<file path="src/rtl/uart_transceiver.sv">
`timescale 1ns/1ps
// uart_transceiver
// Single-clock UART transmitter/receiver pair with an internal bit-rate divider.
// TX serialises tx_data LSB first: start bit, data, optional parity, 1 or 2 stop bits.
// RX synchronises the line, samples each bit at its mid-point, rejects false starts,
// and reports parity/framing errors together with the received word.
//
// Parameters: DATA_LENGTH (5..9), PARITY_EN (0/1), STOP_BITS (1/2), CLK_DIV (>=4)
// Ports:
//   clk           system clock, rising edge
//   rst           asynchronous active-low reset
//   tx_data       word to transmit        tx_valid / tx_ready  transmit handshake
//   parity_type   0 = even, 1 = odd       tx_serialout         serial line, idle high
//   tx_busy       frame in progress       rx_serialin          asynchronous serial input
//   rx_data       last received word      rx_valid             one-cycle new-word pulse
//   parity_error  parity mismatch         frame_error          a stop bit sampled low
// Optional feature: define UART_TRANSCEIVER_LOOPBACK_EN to add input `loopback`,
// which routes tx_serialout into the RX synchroniser instead of rx_serialin.
module uart_transceiver #(
    parameter int DATA_LENGTH = 8,
    parameter int PARITY_EN   = 0,
    parameter int STOP_BITS   = 1,
    parameter int CLK_DIV     = 16
) (
    input  logic                   clk,
    input  logic                   rst,
`ifdef UART_TRANSCEIVER_LOOPBACK_EN
    input  logic                   loopback,
`endif
    input  logic [DATA_LENGTH-1:0] tx_data,
    input  logic                   tx_valid,
    output logic                   tx_ready,
    input  logic                   parity_type,
    output logic                   tx_serialout,
    output logic                   tx_busy,
    input  logic                   rx_serialin,
    output logic [DATA_LENGTH-1:0] rx_data,
    output logic                   rx_valid,
    output logic                   parity_error,
    output logic                   frame_error
);

    localparam int                 CNT_W      = $clog2(CLK_DIV);
    localparam int                 IDX_W      = 4;
    localparam logic [CNT_W-1:0]   BIT_LAST   = CNT_W'(CLK_DIV - 32'sd1);
    localparam logic [CNT_W-1:0]   HALF_LAST  = CNT_W'((CLK_DIV / 32'sd2) - 32'sd1);
    localparam logic [IDX_W-1:0]   IDX_LAST   = IDX_W'(DATA_LENGTH - 32'sd1);
    localparam logic               STOP_LAST  = 1'(STOP_BITS - 32'sd1);
    localparam logic               HAS_PARITY = (PARITY_EN != 32'sd0);

    typedef enum logic [2:0] {
        ST_IDLE   = 3'd0,
        ST_START  = 3'd1,
        ST_DATA   = 3'd2,
        ST_PARITY = 3'd3,
        ST_STOP   = 3'd4,
        ST_BRK    = 3'd5
    } state_t;

    // Parity bit for a word: even -> XOR of bits, odd -> its complement.
    function automatic logic calc_parity(input logic [DATA_LENGTH-1:0] word, input logic odd);
        return (^word) ^ odd;
    endfunction

    // ---------------- transmitter ----------------
    state_t                 tx_state_r;
    logic [CNT_W-1:0]       tx_cnt_r;
    logic [IDX_W-1:0]       tx_idx_r;
    logic                   tx_stop_r;
    logic [DATA_LENGTH-1:0] tx_sh_r;
    logic                   tx_par_r;
    logic                   tx_line_r;
    logic                   tx_ready_r;
    logic                   tx_busy_r;

    // TX frame sequencer; the line level is registered one edge ahead of each bit period.
    always_ff @(posedge clk or negedge rst) begin
        if (!rst) begin
            tx_state_r <= ST_IDLE;
            tx_cnt_r   <= '0;
            tx_idx_r   <= '0;
            tx_stop_r  <= 1'b0;
            tx_sh_r    <= '0;
            tx_par_r   <= 1'b0;
            tx_line_r  <= 1'b1;
            tx_ready_r <= 1'b1;
            tx_busy_r  <= 1'b0;
        end else begin
            case (tx_state_r)
                ST_IDLE: begin
                    if (tx_valid) begin
                        tx_sh_r    <= tx_data;
                        tx_par_r   <= calc_parity(tx_data, parity_type);
                        tx_line_r  <= 1'b0;
                        tx_cnt_r   <= '0;
                        tx_ready_r <= 1'b0;
                        tx_busy_r  <= 1'b1;
                        tx_state_r <= ST_START;
                    end
                end
                ST_START: begin
                    if (tx_cnt_r == BIT_LAST) begin
                        tx_cnt_r   <= '0;
                        tx_idx_r   <= '0;
                        tx_line_r  <= tx_sh_r[0];
                        tx_state_r <= ST_DATA;
                    end else begin
                        tx_cnt_r <= tx_cnt_r + 1'b1;
                    end
                end
                ST_DATA: begin
                    if (tx_cnt_r == BIT_LAST) begin
                        tx_cnt_r <= '0;
                        if (tx_idx_r == IDX_LAST) begin
                            if (HAS_PARITY) begin
                                tx_line_r  <= tx_par_r;
                                tx_state_r <= ST_PARITY;
                            end else begin
                                tx_line_r  <= 1'b1;
                                tx_stop_r  <= 1'b0;
                                tx_state_r <= ST_STOP;
                            end
                        end else begin
                            tx_idx_r  <= tx_idx_r + 1'b1;
                            tx_sh_r   <= {1'b0, tx_sh_r[DATA_LENGTH-1:1]};
                            tx_line_r <= tx_sh_r[1];
                        end
                    end else begin
                        tx_cnt_r <= tx_cnt_r + 1'b1;
                    end
                end
                ST_PARITY: begin
                    if (tx_cnt_r == BIT_LAST) begin
                        tx_cnt_r   <= '0;
                        tx_line_r  <= 1'b1;
                        tx_stop_r  <= 1'b0;
                        tx_state_r <= ST_STOP;
                    end else begin
                        tx_cnt_r <= tx_cnt_r + 1'b1;
                    end
                end
                ST_STOP: begin
                    if (tx_cnt_r == BIT_LAST) begin
                        tx_cnt_r <= '0;
                        if (tx_stop_r == STOP_LAST) begin
                            tx_ready_r <= 1'b1;
                            tx_busy_r  <= 1'b0;
                            tx_state_r <= ST_IDLE;
                        end else begin
                            tx_stop_r <= 1'b1;
                        end
                    end else begin
                        tx_cnt_r <= tx_cnt_r + 1'b1;
                    end
                end
                default: begin
                    tx_line_r  <= 1'b1;
                    tx_ready_r <= 1'b1;
                    tx_busy_r  <= 1'b0;
                    tx_state_r <= ST_IDLE;
                end
            endcase
        end
    end

    assign tx_serialout = tx_line_r;
    assign tx_ready     = tx_ready_r;
    assign tx_busy      = tx_busy_r;

    // ---------------- receiver ----------------
    logic rx_in_s;
`ifdef UART_TRANSCEIVER_LOOPBACK_EN
    assign rx_in_s = loopback ? tx_line_r : rx_serialin;
`else
    assign rx_in_s = rx_serialin;
`endif

    logic rx_sync1_r;
    logic rx_sync2_r;
    logic rxs_s;

    // Two-flop synchroniser; reset high so a reset never looks like a start bit.
    always_ff @(posedge clk or negedge rst) begin
        if (!rst) begin
            rx_sync1_r <= 1'b1;
            rx_sync2_r <= 1'b1;
        end else begin
            rx_sync1_r <= rx_in_s;
            rx_sync2_r <= rx_sync1_r;
        end
    end

    assign rxs_s = rx_sync2_r;

    state_t                 rx_state_r;
    logic [CNT_W-1:0]       rx_cnt_r;
    logic [IDX_W-1:0]       rx_idx_r;
    logic                   rx_stop_r;
    logic [DATA_LENGTH-1:0] rx_sh_r;
    logic                   rx_perr_acc_r;
    logic                   rx_ferr_acc_r;
    logic [DATA_LENGTH-1:0] rx_data_r;
    logic                   rx_valid_r;
    logic                   parity_error_r;
    logic                   frame_error_r;

    // RX frame sequencer: half-bit start check, then one sample every CLK_DIV cycles.
    always_ff @(posedge clk or negedge rst) begin
        if (!rst) begin
            rx_state_r     <= ST_IDLE;
            rx_cnt_r       <= '0;
            rx_idx_r       <= '0;
            rx_stop_r      <= 1'b0;
            rx_sh_r        <= '0;
            rx_perr_acc_r  <= 1'b0;
            rx_ferr_acc_r  <= 1'b0;
            rx_data_r      <= '0;
            rx_valid_r     <= 1'b0;
            parity_error_r <= 1'b0;
            frame_error_r  <= 1'b0;
        end else begin
            rx_valid_r <= 1'b0;
            case (rx_state_r)
                ST_IDLE: begin
                    if (!rxs_s) begin
                        rx_cnt_r   <= '0;
                        rx_state_r <= ST_START;
                    end
                end
                ST_START: begin
                    if (rx_cnt_r == HALF_LAST) begin
                        rx_cnt_r <= '0;
                        if (rxs_s) begin
                            // Line went back high before mid-start: a glitch, not a frame.
                            rx_state_r <= ST_IDLE;
                        end else begin
                            rx_idx_r      <= '0;
                            rx_perr_acc_r <= 1'b0;
                            rx_ferr_acc_r <= 1'b0;
                            rx_state_r    <= ST_DATA;
                        end
                    end else begin
                        rx_cnt_r <= rx_cnt_r + 1'b1;
                    end
                end
                ST_DATA: begin
                    if (rx_cnt_r == BIT_LAST) begin
                        rx_cnt_r <= '0;
                        rx_sh_r  <= {rxs_s, rx_sh_r[DATA_LENGTH-1:1]};
                        if (rx_idx_r == IDX_LAST) begin
                            rx_stop_r  <= 1'b0;
                            rx_state_r <= HAS_PARITY ? ST_PARITY : ST_STOP;
                        end else begin
                            rx_idx_r <= rx_idx_r + 1'b1;
                        end
                    end else begin
                        rx_cnt_r <= rx_cnt_r + 1'b1;
                    end
                end
                ST_PARITY: begin
                    if (rx_cnt_r == BIT_LAST) begin
                        rx_cnt_r      <= '0;
                        rx_perr_acc_r <= rxs_s ^ calc_parity(rx_sh_r, parity_type);
                        rx_stop_r     <= 1'b0;
                        rx_state_r    <= ST_STOP;
                    end else begin
                        rx_cnt_r <= rx_cnt_r + 1'b1;
                    end
                end
                ST_STOP: begin
                    if (rx_cnt_r == BIT_LAST) begin
                        rx_cnt_r <= '0;
                        if (rx_stop_r == STOP_LAST) begin
                            rx_data_r      <= rx_sh_r;
                            parity_error_r <= rx_perr_acc_r;
                            frame_error_r  <= rx_ferr_acc_r | ~rxs_s;
                            rx_valid_r     <= 1'b1;
                            // A low final stop means a break: wait for the line to recover.
                            rx_state_r     <= rxs_s ? ST_IDLE : ST_BRK;
                        end else begin
                            rx_ferr_acc_r <= rx_ferr_acc_r | ~rxs_s;
                            rx_stop_r     <= 1'b1;
                        end
                    end else begin
                        rx_cnt_r <= rx_cnt_r + 1'b1;
                    end
                end
                ST_BRK: begin
                    if (rxs_s) begin
                        rx_state_r <= ST_IDLE;
                    end
                end
                default: begin
                    rx_state_r <= ST_IDLE;
                end
            endcase
        end
    end

    assign rx_data      = rx_data_r;
    assign rx_valid     = rx_valid_r;
    assign parity_error = parity_error_r;
    assign frame_error  = frame_error_r;

endmodule

</file>
<file path="config.mk">
export PLATFORM = sky130hd
export DESIGN_NAME = uart_transceiver
export DESIGN_NICKNAME = d
export VERILOG_FILES = /design/src/rtl/uart_transceiver.sv
export SDC_FILE = /design/constraint.sdc
export NUM_CORES = 1
export LEC_CHECK = 0
export BUFFER_PORTS_ARGS = -buffer_cell sky130_fd_sc_hd__buf_4
export CORE_MARGIN = 3
export CORE_UTILIZATION = 61
export CTS_BUF_LIST = sky130_fd_sc_hd__clkbuf_4
export CTS_CLUSTER_DIAMETER = 40
export DETAILED_ROUTE_END_ITERATION = 16
export PLACE_DENSITY = 0.93
export REMOVE_ABC_BUFFERS = 1
export SLEW_MARGIN = 20
export SYNTH_ARGS = -nofsm -noshare
export SYNTH_HDL_FRONTEND = slang
export SYNTH_SLANG_ARGS = --single-unit
</file>
<file path="constraint.sdc">
create_clock -name clk -period 2.2 [get_ports clk]
set_input_delay 0.44 -clock clk [delete_from_list [all_inputs] [get_ports clk]]
set_output_delay 0.44 -clock clk [all_outputs]
set_load 0.01 [all_outputs]
</file>
### Word level (Yosys, flattened, before mapping)

Index checks and enable logic that the tools add are counted.

| storage, ports and cells | value |
|---|---|
| register bits after elaboration | 58 |
| logic and storage cells | 168 |

| cells by class | value |
|---|---|
| mux-type cells | 73 |
| reductions and logical operators | 30 |
| add/sub/neg operators | 4 |
| eq/ne operators | 33 |
| bitwise gates (word level) | 7 |

Operators with widths:

| kind | count |
|---|---|
| two-way mux 3 bit | 16 |
| two-way mux 4 bit | 11 |
| != test 2 bit, second input constant | 19 |
| two-way mux 1 bit | 28 |
| AND reduction 5 bit | 5 |
| two-way mux 8 bit | 3 |
| case mux 4 bit (2 select lines) | 3 |
| case mux 3 bit (6 select lines) | 1 |
| adder 4 x 1 -> 4 bit, second input constant | 4 |
| case mux 8 bit (2 select lines) | 1 |
| AND reduction 4 bit | 4 |
| case mux 3 bit (5 select lines) | 1 |
| equality test 3 x 2 -> 1 bit, second input constant | 4 |
| equality test 4 x 3 -> 1 bit, second input constant | 3 |
| case mux 1 bit (3 select lines) | 4 |
| case mux 4 bit (3 select lines) | 1 |
| nonzero test 2 bit | 6 |
| equality test 3 bit, second input constant | 3 |
| nonzero test 3 bit | 3 |
| equality test 4 bit, second input constant | 2 |
| AND reduction 8 bit | 1 |
| parity 8 bit | 1 |
| AND reduction 7 bit | 1 |
| equality test 3 x 1 -> 1 bit, second input constant | 2 |
| other kinds (11) | 20 |

### Logic depth before layout (Yosys ltp)

Gate-level depths: netlist (run 1).

| depth | value |
|---|---|
| depth after elaboration | 5 |
| mapped depth | 7 |
| mapped depth without buffers | 5 |

### Worst setup path after synthesis (run 1)

No wires, ideal clock.

| path | value |
|---|---|
| path type | register to register |
| start | register rx_cnt_r[0] |
| end | register parity_error_r (netlist: parity_error) |
| setup slack | 473 ps |
| setup time | 125 ps |
| arrival | 1602 ps |
| stages on the path, launching flop included | 7 |
| buffers on the path | 2 |
| cells stage by stage | dfrtp_1 -> ha_1 -> and3_1 -> buf_2 -> nand3_1 -> buf_2 -> mux2_2 |

| on the way | value |
|---|---|
| longest elaborated chain between the ends | 2 |

Ends and longest elaborated chain:

| element | line | source |
|---|---|---|
| from (decl) | 196 | `logic [CNT_W-1:0] rx_cnt_r;` |
| from (signal assigned) | 243 | `rx_cnt_r <= rx_cnt_r + 1'b1;` |
| from (signal assigned) | 257 | `rx_cnt_r <= rx_cnt_r + 1'b1;` |
| from (signal assigned) | 267 | `rx_cnt_r <= rx_cnt_r + 1'b1;` |
| equality test 4 bit | 271 | `if (rx_cnt_r == BIT_LAST) begin` |
| AND reduction 3 bit (no source line) | - |  |
| to (signal assigned) | 275 | `parity_error_r <= rx_perr_acc_r;` |
| to (decl) | 204 | `logic parity_error_r;` |

No other way between the ends.
A chain may end at the register's enable or synchronous reset.

### Worst setup path after layout (run 1)

| path | value |
|---|---|
| start | register tx_cnt_r[0] |
| end | register tx_sh_r[3] |

| on the way | value |
|---|---|
| longest elaborated chain between the ends | 3 |

Ends and longest elaborated chain:

| element | line | source |
|---|---|---|
| from (decl) | 67 | `logic [CNT_W-1:0] tx_cnt_r;` |
| from (signal assigned) | 108 | `tx_cnt_r <= tx_cnt_r + 1'b1;` |
| from (signal assigned) | 129 | `tx_cnt_r <= tx_cnt_r + 1'b1;` |
| from (signal assigned) | 139 | `tx_cnt_r <= tx_cnt_r + 1'b1;` |
| equality test 4 bit | 112 | `if (tx_cnt_r == BIT_LAST) begin` |
| != test 2 bit (no source line) | - |  |
| AND reduction 4 bit (no source line) | - |  |
| to (signal assigned) | 92 | `tx_sh_r <= tx_data;` |
| to (signal assigned) | 125 | `tx_sh_r <= {1'b0, tx_sh_r[DATA_LENGTH-1:1]};` |
| to (decl) | 70 | `logic [DATA_LENGTH-1:0] tx_sh_r;` |

No other way between the ends.

==> run_summary.xml, run 1 <==
<?xml version="1.0" encoding="UTF-8"?>
<metrics>
  <group name="timing">
    <metric name="finalSetupViolations" unit="">0</metric>
    <metric name="total_negative_setup_slacks" unit="ps">0</metric>
    <metric name="worst_slew_margin_rel" unit="">0.539</metric>
    <metric name="finalHoldViolations" unit="">0</metric>
    <metric name="clock-skew-final" unit="ps">20.3</metric>
    <metric name="layout_min_cycle_time" unit="ps">1970</metric>
    <metric name="max_freq" unit="MHz">508</metric>
    <metric name="finalWorstSetupSlack" unit="ps">230</metric>
    <metric name="worst_slew_pin_slew" unit="ps">692</metric>
    <metric name="grt_setup_unrepaired" unit="">no</metric>
    <metric name="fin_crit_sh" unit="">0.896</metric>
    <metric name="final-max-slew-violation-count" unit="">0</metric>
  </group>
  <group name="global_route">
    <metric name="first_global_vias" unit="">1899</metric>
    <metric name="overflow" unit="">0</metric>
    <metric name="wire_length_of_the_first_global_routing_pass" unit="mm">8.64</metric>
    <metric name="grt_start_max_net_pins" unit="">57</metric>
    <metric name="globalRouteTotalUtil" unit="">0.204</metric>
    <metric name="grt_antenna_before_repair" unit="">0</metric>
  </group>
  <group name="cts">
    <metric name="clock_sinks" unit="">56</metric>
    <metric name="ctsLongestPathBuffers" unit="">2</metric>
    <metric name="h-tree-depth" unit="">2</metric>
    <metric name="worst_skew_pair.late_latency" unit="ps">400</metric>
    <metric name="post_cts.repair.setup_buffers" unit="">0</metric>
    <metric name="cts_hold_repair.buffers" unit="">0</metric>
    <metric name="clock_buffers_created_by_tritoncts" unit="">5</metric>
    <metric name="cts_repair_resize_count" unit="">0</metric>
    <metric name="ctsRootBufferMaster" unit="">clkbuf_4</metric>
    <metric name="clk_transition_reported_paths" unit="ps">170</metric>
    <metric name="tritoncts" unit="">done</metric>
  </group>
  <group name="floorplan">
    <metric name="initial_core_utilization" unit="">0.641</metric>
    <metric name="core" unit="sq mm">0.00444</metric>
    <metric name="fp-row-count" unit="">24</metric>
    <metric name="dieHeight" unit="um">74.4</metric>
    <metric name="die_area" unit="sq mm">0.00553</metric>
    <metric name="top_level_ports" unit="">27</metric>
    <metric name="chip_width" unit="um">74.4</metric>
  </group>
  <group name="placed_design">
    <metric name="io_buffers" unit="">26</metric>
    <metric name="gpl.final_weighted_congestion" unit="">0.828</metric>
    <metric name="pre_cts_setup_slack" unit="ps">261</metric>
    <metric name="detailedPlacementHpwl" unit="mm">3.73</metric>
    <metric name="placedCellCount" unit="">321</metric>
  </group>
  <group name="yosys">
    <metric name="synth_enable_flop_cells" unit="">0</metric>
    <metric name="most_instantiated_flip_flop_cell_in_the_synthesis_netlist" unit="">dfrtp_1</metric>
    <metric name="async_reset_ff_frac" unit="">1.00</metric>
    <metric name="ys_types" unit="">50</metric>
    <metric name="synth.yosys.seq_area_share" unit="">0.493</metric>
    <metric name="synth_warnings" unit="">0</metric>
    <metric name="yosysTopAreaCellShare" unit="">0.457</metric>
    <metric name="yosys-top-cells-area" unit="">dfrtp_1, mux2_2, dfstp_2</metric>
    <metric name="syn-instance-count" unit="">249</metric>
    <metric name="synth_area_leader_cell" unit="">dfrtp_1</metric>
    <metric name="syn-cell-area" unit="sq mm">0.00285</metric>
    <metric name="synth_seq_cells" unit="">56</metric>
    <metric name="synth_area_per_cell" unit="sq um">11.4</metric>
  </group>
  <group name="finish">
    <metric name="n_antenna_cell" unit="">0</metric>
    <metric name="area_added_between_synthesis_and_finish" unit="%">9.79</metric>
    <metric name="filler_cell_count" unit="">327</metric>
    <metric name="final_net_count" unit="">293</metric>
    <metric name="layoutNonFillerInstCount" unit="">329</metric>
    <metric name="drive_above_1_share" unit="">0.318</metric>
  </group>
  <group name="worst_setup_path">
    <metric name="cp_cell_sequence" unit="">ha_1 &gt; and3_2 &gt; a31oi_4 &gt; nor3_4 &gt; mux2_2</metric>
    <metric name="crit_path_dat" unit="ps">2260</metric>
    <metric name="rrSetupSlack" unit="ps">230</metric>
    <metric name="critical_path.top_delay_family" unit="">simple AND/OR/NAND/NOR gates</metric>
    <metric name="crit_type" unit="">flip-flop to flip-flop</metric>
    <metric name="crit_end" unit="">tx_sh_r[3]</metric>
    <metric name="rr_startpoint" unit="">tx_cnt_r[0]</metric>
    <metric name="worst-path-max-fanout" unit="">10</metric>
    <metric name="cp_num_cells" unit="">5</metric>
    <metric name="reg2reg_depth" unit="">5</metric>
    <metric name="start_kind" unit="">flip-flop</metric>
    <metric name="crit_required" unit="ps">2480</metric>
    <metric name="critical_path.n_buffers_inverters" unit="">0</metric>
    <metric name="r2r_end" unit="">tx_sh_r[3]</metric>
    <metric name="critPathCaptureType" unit="">flip-flop</metric>
    <metric name="cpPeakStageDelay" unit="ps">410</metric>
    <metric name="setup.worst_path.start" unit="">tx_cnt_r[0]</metric>
    <metric name="critical_path.slowest_cell" unit="">dfrtp_1</metric>
  </group>
  <group name="drt">
    <metric name="finalWirelength" unit="mm">5.20</metric>
    <metric name="drt_iter0_markers" unit="">215</metric>
    <metric name="dr.pass1.iters" unit="">5</metric>
    <metric name="detailed_route_vias_per_instance" unit="">6.15</metric>
    <metric name="drc" unit="">0</metric>
    <metric name="drt-wirelength-per-cell" unit="um">15.8</metric>
    <metric name="vias" unit="">2022</metric>
    <metric name="antenna_violating_nets_post_route" unit="">0</metric>
  </group>
  <group name="power">
    <metric name="worst_ir_drop_vdd" unit="uV">500</metric>
    <metric name="power_density" unit="mW/mm^2">607</metric>
    <metric name="p_leak" unit="uW">0.00151</metric>
  </group>
  <group name="worst_hold_path">
    <metric name="hold_path.class" unit="">primary input to async pin</metric>
  </group>
  <group name="flow_run">
    <metric name="cap_violations" unit="">0</metric>
  </group>
  <group name="status">
    <metric name="status" unit="">complete, no violations</metric>
  </group>
</metrics>
cell type report:
cell class              count  area [sq um]  share of cell area
flip-flops and latches     56          1410               0.449
multi-input cells         175          1340               0.427
repair buffers             31           233              0.0744
well taps                  52          65.1              0.0208
clock buffers               5          37.5              0.0120
inverters                   7          26.3             0.00840
clock inverters             3          25.0             0.00800
report_power, final:
group          switching [uW]  internal (uW)  total [uW]
combinational             145            139         284
clock                     336            133         469
sequential               60.2           1080        1140
total                     542           1360        1900
logic make-up after synthesis:
family / count (synthesis) / share of synthesized area
DFF: 56 / 0.493
adders and majority gates: 4 / 0.0176
buffers and inverters: 18 / 0.0378
muxes: 38 / 0.153
and+or+nand+nor: 72 / 0.133
xor gates and xnor gates: 10 / 0.0356
AOI/OAI and AO/OA: 51 / 0.130
flip-flops by register name, indices dropped and copies added (netlist names):
register,count
frame_error,1
rx_valid,1
rx_idx_r,4
tx_cnt_r,4
tx_sh_r,8
tx_ready,1
parity_error,1
rx_sh_r,8
rx_state_r,3
tx_busy,1
tx_serialout,1
rx_sync2_r,1
tx_state_r,3
rx_ferr_acc_r,1
rx_data,8
rx_perr_acc_r,1
rx_cnt_r,4
tx_idx_r,4
rx_sync1_r,1
cells in the mapped netlist (2+ instances only):
library cell / count
dfrtp_1: 52
mux2_2: 35
nand2_1: 20
a21oi_1: 12
nor2_1: 11
nand3_1: 10
inv_1: 7
o21ai_0: 7
nor2b_1: 6
xnor2_1: 6
nor3_1: 5
a211oi_1: 4
and3_1: 4
buf_2: 4
dfstp_2: 4
ha_1: 4
nand3b_1: 4
a21o_1: 3
o211ai_1: 3
o32ai_1: 3
xor2_1: 3
a211o_1: 2
a21bo_2: 2
a31oi_1: 2
a32o_1: 2
buf_4: 2
clkbuf_1: 2
clkbuf_8: 2
mux2i_1: 2
nand2b_1: 2
nor3b_1: 2
o2111ai_1: 2
o22ai_1: 2
o2bb2ai_1: 2
cells in the final DEF, fill, tap and decap left out, types with 5 or more instances in the layout:
master / netlist / layout
clkbuf_4: 0 / 5
o21ai_0: 7 / 7
nor2_1: 11 / 11
inv_1: 7 / 7
dfrtp_1: 52 / 52
nor2b_1: 6 / 6
nand3_1: 10 / 10
a21oi_1: 12 / 12
nor3_1: 5 / 5
buf_4: 2 / 31
mux2_2: 35 / 35
xnor2_1: 6 / 6
nand2_1: 20 / 20
routing by layer:
layer / global-route usage / part of all wire / vias to the layer above
met1: 0.276 / 0.46 / 1011
li1: - / - / 962
met2: 0.320 / 0.49 / 38
met3: 0.0419 / 0.031 / 11
met4: 0.0889 / 0.022 / 0
met5: 0 / 0 / -
worst reg2reg max path, delay by kind of cell (launching register included):
family          cells  cell delay, ps
compound gates      1             120
fa+ha+maj           1             240
flops               1             410
mux                 1             390
simple gates        2             700
worst min path at each step:
stage,startpoint,endpoint
5_1_grt,rst,rx_data[4]
4_1_cts,rst,rx_data[5]
3_3_place_gp,rx_sync1_r,rx_sync2_r
2_1_floorplan,rst,frame_error
6_report,rst,rx_data[5]
3_5_place_dp,rx_sync1_r,rx_sync2_r
per-stage QoR:
stage          total power (uW)  hold slack [ps]  utilization  area, sq um
6_report                   1900             47.5        0.704         3130
5_1_grt                    2010             70.1        0.704         3130
4_1_cts                    1930             63.9        0.704         3130
3_5_place_dp               1450              359        0.690         3070
3_3_place_gp               1430              349        0.690         3070
2_1_floorplan              1350              144            -         2770
No activity file was read; power rests on OpenSTA's default activity.
==> run 2, diff against run 1 <==
--- a/config.mk
+++ b/config.mk
@@ -7,11 +7,11 @@
 export LEC_CHECK = 0
 export BUFFER_PORTS_ARGS = -buffer_cell sky130_fd_sc_hd__buf_4
 export CORE_MARGIN = 3
-export CORE_UTILIZATION = 61
+export CORE_UTILIZATION = 32
 export CTS_BUF_LIST = sky130_fd_sc_hd__clkbuf_4
 export CTS_CLUSTER_DIAMETER = 40
 export DETAILED_ROUTE_END_ITERATION = 16
-export PLACE_DENSITY = 0.93
+export PLACE_DENSITY = 0.59
 export REMOVE_ABC_BUFFERS = 1
 export SLEW_MARGIN = 20
 export SYNTH_ARGS = -nofsm -noshare
==> run_summary.xml, run 2 (synthesis gave the netlist of run 1 again) <==
<?xml version="1.0" encoding="UTF-8"?>
<metrics>
  <group name="status">
    <metric name="status" unit="">complete, no violations</metric>
  </group>
  <group name="finish">
    <metric name="n_antenna_cell" unit="">0</metric>
    <metric name="area_added_between_synthesis_and_finish" unit="%">14.4</metric>
    <metric name="layout.cells.most_common_list" unit="">dfrtp_1, mux2_2, buf_4</metric>
    <metric name="final_core_util" unit="">0.387</metric>
    <metric name="layout_commonest_cell" unit="">dfrtp_1</metric>
    <metric name="layoutNonFillerInstCount" unit="">382</metric>
    <metric name="multiInputGateArea" unit="sq mm">0.00134</metric>
    <metric name="regArea" unit="sq mm">0.00141</metric>
    <metric name="final_net_count" unit="">293</metric>
    <metric name="drive_above_1_share" unit="">0.318</metric>
    <metric name="filler_cell_count" unit="">855</metric>
  </group>
  <group name="placed_design">
    <metric name="placedCellCount" unit="">374</metric>
    <metric name="detailedPlacementHpwl" unit="mm">3.65</metric>
    <metric name="io_buffers" unit="">26</metric>
    <metric name="gpl.final_weighted_congestion" unit="">0.790</metric>
  </group>
  <group name="worst_setup_path">
    <metric name="cp_cell_sequence" unit="">ha_1 &gt; and3_2 &gt; a31oi_4 &gt; nor3_4 &gt; mux2_2</metric>
    <metric name="worst-path-max-fanout" unit="">10</metric>
    <metric name="reg2reg_depth" unit="">5</metric>
    <metric name="crit_type" unit="">flip-flop to flip-flop</metric>
    <metric name="start_kind" unit="">flip-flop</metric>
    <metric name="crit_required" unit="ps">2480</metric>
    <metric name="critical_path.top_delay_family" unit="">simple AND/OR/NAND/NOR gates</metric>
    <metric name="critical_path.slowest_cell" unit="">dfrtp_1</metric>
    <metric name="critPathCaptureType" unit="">flip-flop</metric>
    <metric name="critical_path.n_buffers_inverters" unit="">0</metric>
    <metric name="rrSetupSlack" unit="ps">250</metric>
    <metric name="rr_startpoint" unit="">tx_cnt_r[0]</metric>
    <metric name="cpPeakStageDelay" unit="ps">420</metric>
    <metric name="crit_path_dat" unit="ps">2230</metric>
    <metric name="r2r_end" unit="">tx_sh_r[6]</metric>
  </group>
  <group name="global_route">
    <metric name="grt.met3_usage" unit="">0.0236</metric>
    <metric name="groute.layer.met1.usage" unit="">0.154</metric>
    <metric name="overflow" unit="">0</metric>
    <metric name="first_global_vias" unit="">1954</metric>
    <metric name="grt_use_met2" unit="">0.173</metric>
    <metric name="grt_start_max_net_pins" unit="">57</metric>
    <metric name="wire_length_of_the_first_global_routing_pass" unit="mm">9.16</metric>
    <metric name="grt_antenna_before_repair" unit="">0</metric>
    <metric name="grt_most_used_layer" unit="">met2</metric>
    <metric name="globalRouteTotalUtil" unit="">0.111</metric>
  </group>
  <group name="cts">
    <metric name="cts_hold_repair.buffers" unit="">0</metric>
    <metric name="clk_transition_reported_paths" unit="ps">170</metric>
    <metric name="worst_skew_pair.late_latency" unit="ps">380</metric>
    <metric name="cts_repair_resize_count" unit="">0</metric>
    <metric name="ctsRootBufferMaster" unit="">clkbuf_4</metric>
    <metric name="h-tree-depth" unit="">2</metric>
    <metric name="tritoncts" unit="">done</metric>
    <metric name="clock_buffers_created_by_tritoncts" unit="">5</metric>
    <metric name="post_cts.repair.setup_buffers" unit="">0</metric>
    <metric name="ctsLongestPathBuffers" unit="">2</metric>
    <metric name="clock_sinks" unit="">56</metric>
  </group>
  <group name="timing">
    <metric name="total_negative_setup_slacks" unit="ps">0</metric>
    <metric name="worst_slew_pin_slew" unit="ps">709</metric>
    <metric name="finalSetupViolations" unit="">0</metric>
    <metric name="clock-skew-final" unit="ps">10.2</metric>
    <metric name="max_freq" unit="MHz">512</metric>
    <metric name="final-max-slew-violation-count" unit="">0</metric>
    <metric name="layout_min_cycle_time" unit="ps">1950</metric>
    <metric name="fin_crit_sh" unit="">0.888</metric>
    <metric name="fin_worst_hold_slack" unit="ps">84.8</metric>
    <metric name="worst_slew_margin_rel" unit="">0.527</metric>
    <metric name="grt_setup_unrepaired" unit="">no</metric>
    <metric name="finalHoldViolations" unit="">0</metric>
  </group>
  <group name="power">
    <metric name="power_density" unit="mW/mm^2">684</metric>
    <metric name="p_leak" unit="uW">0.00154</metric>
    <metric name="worst_ir_drop_vdd" unit="uV">347</metric>
  </group>
  <group name="floorplan">
    <metric name="chip_width" unit="um">100</metric>
    <metric name="top_level_ports" unit="">27</metric>
    <metric name="initial_core_utilization" unit="">0.338</metric>
    <metric name="dieHeight" unit="um">100</metric>
    <metric name="die_area" unit="sq mm">0.0101</metric>
    <metric name="core" unit="sq mm">0.00842</metric>
    <metric name="fp-row-count" unit="">33</metric>
  </group>
  <group name="drt">
    <metric name="detailed_route_vias_per_instance" unit="">5.28</metric>
    <metric name="drt_iter0_markers" unit="">78</metric>
    <metric name="drc" unit="">0</metric>
    <metric name="vias" unit="">2017</metric>
    <metric name="dr.pass1.iters" unit="">4</metric>
    <metric name="drt-wirelength-per-cell" unit="um">13.9</metric>
    <metric name="antenna_violating_nets_post_route" unit="">0</metric>
    <metric name="finalWirelength" unit="mm">5.32</metric>
  </group>
  <group name="worst_hold_path">
    <metric name="hold_path.class" unit="">primary input to async pin</metric>
  </group>
  <group name="flow_run">
    <metric name="cap_violations" unit="">0</metric>
  </group>
</metrics>
## run 2: changes by cell type in the layout (fill, tap and decap cells not counted)
cell        delta
bufinv_16      +3
clkinvlp_4     -1
inv_6          -2
## run 2: routing by layer
metal  vias to the layer above  routed length, um
met5                         -                  0
met4                         0                 82
met3                         8                194
met2                        44               2410
met1                      1002               2640
li1                        963                  -
## run 2: how the worst max path moves through the flow
| stage | start | end | cells past startpoint |
|---|---|---|---|
| 6_report | tx_cnt_r[0] | tx_sh_r[6] | 5 |
| 5_1_grt | tx_cnt_r[0] | tx_sh_r[2] | 5 |
| 4_1_cts | tx_cnt_r[0] | tx_sh_r[6] | 5 |
| 3_5_place_dp | tx_cnt_r[0] | tx_sh_r[6] | 5 |
| 3_3_place_gp | tx_cnt_r[0] | tx_sh_r[3] | 5 |
| 2_1_floorplan | tx_state_r[2] | tx_sh_r[0] | 3 |
## run 2: worst register-to-register path: stages (launching register included)
cell and delay (ps):
dfrtp_1 420, ha_1 240, and3_2 350, a31oi_4 120, nor3_4 330, mux2_2 390
## run 2: through the flow
| step | instance area, sq um | worst slack, ps | total power [uW] |
|---|---|---|---|
| global route | 3260 | 130 | 2340 |
| global placement | 3130 | 308 | 1440 |
| finish | 3260 | 246 | 2230 |
| CTS | 3260 | 235 | 2260 |
| floorplan | 2770 | 105 | 1350 |
| detailed placement | 3130 | 261 | 1440 |
## run 2: report_power, final
part,switching (uW),internal (uW)
combinational,145,140
sequential,57.2,1080
clock,335,468
## run 2: area by class of cell
class	count	share of cell area
Sequential cell	56	0.431
Tap cell	105	0.0403
Inverter	7	0.00806
Clock inverter	3	0.0276
Clock buffer	5	0.0115
Timing Repair Buffer	31	0.0714
Multi-Input combinational cell	175	0.410
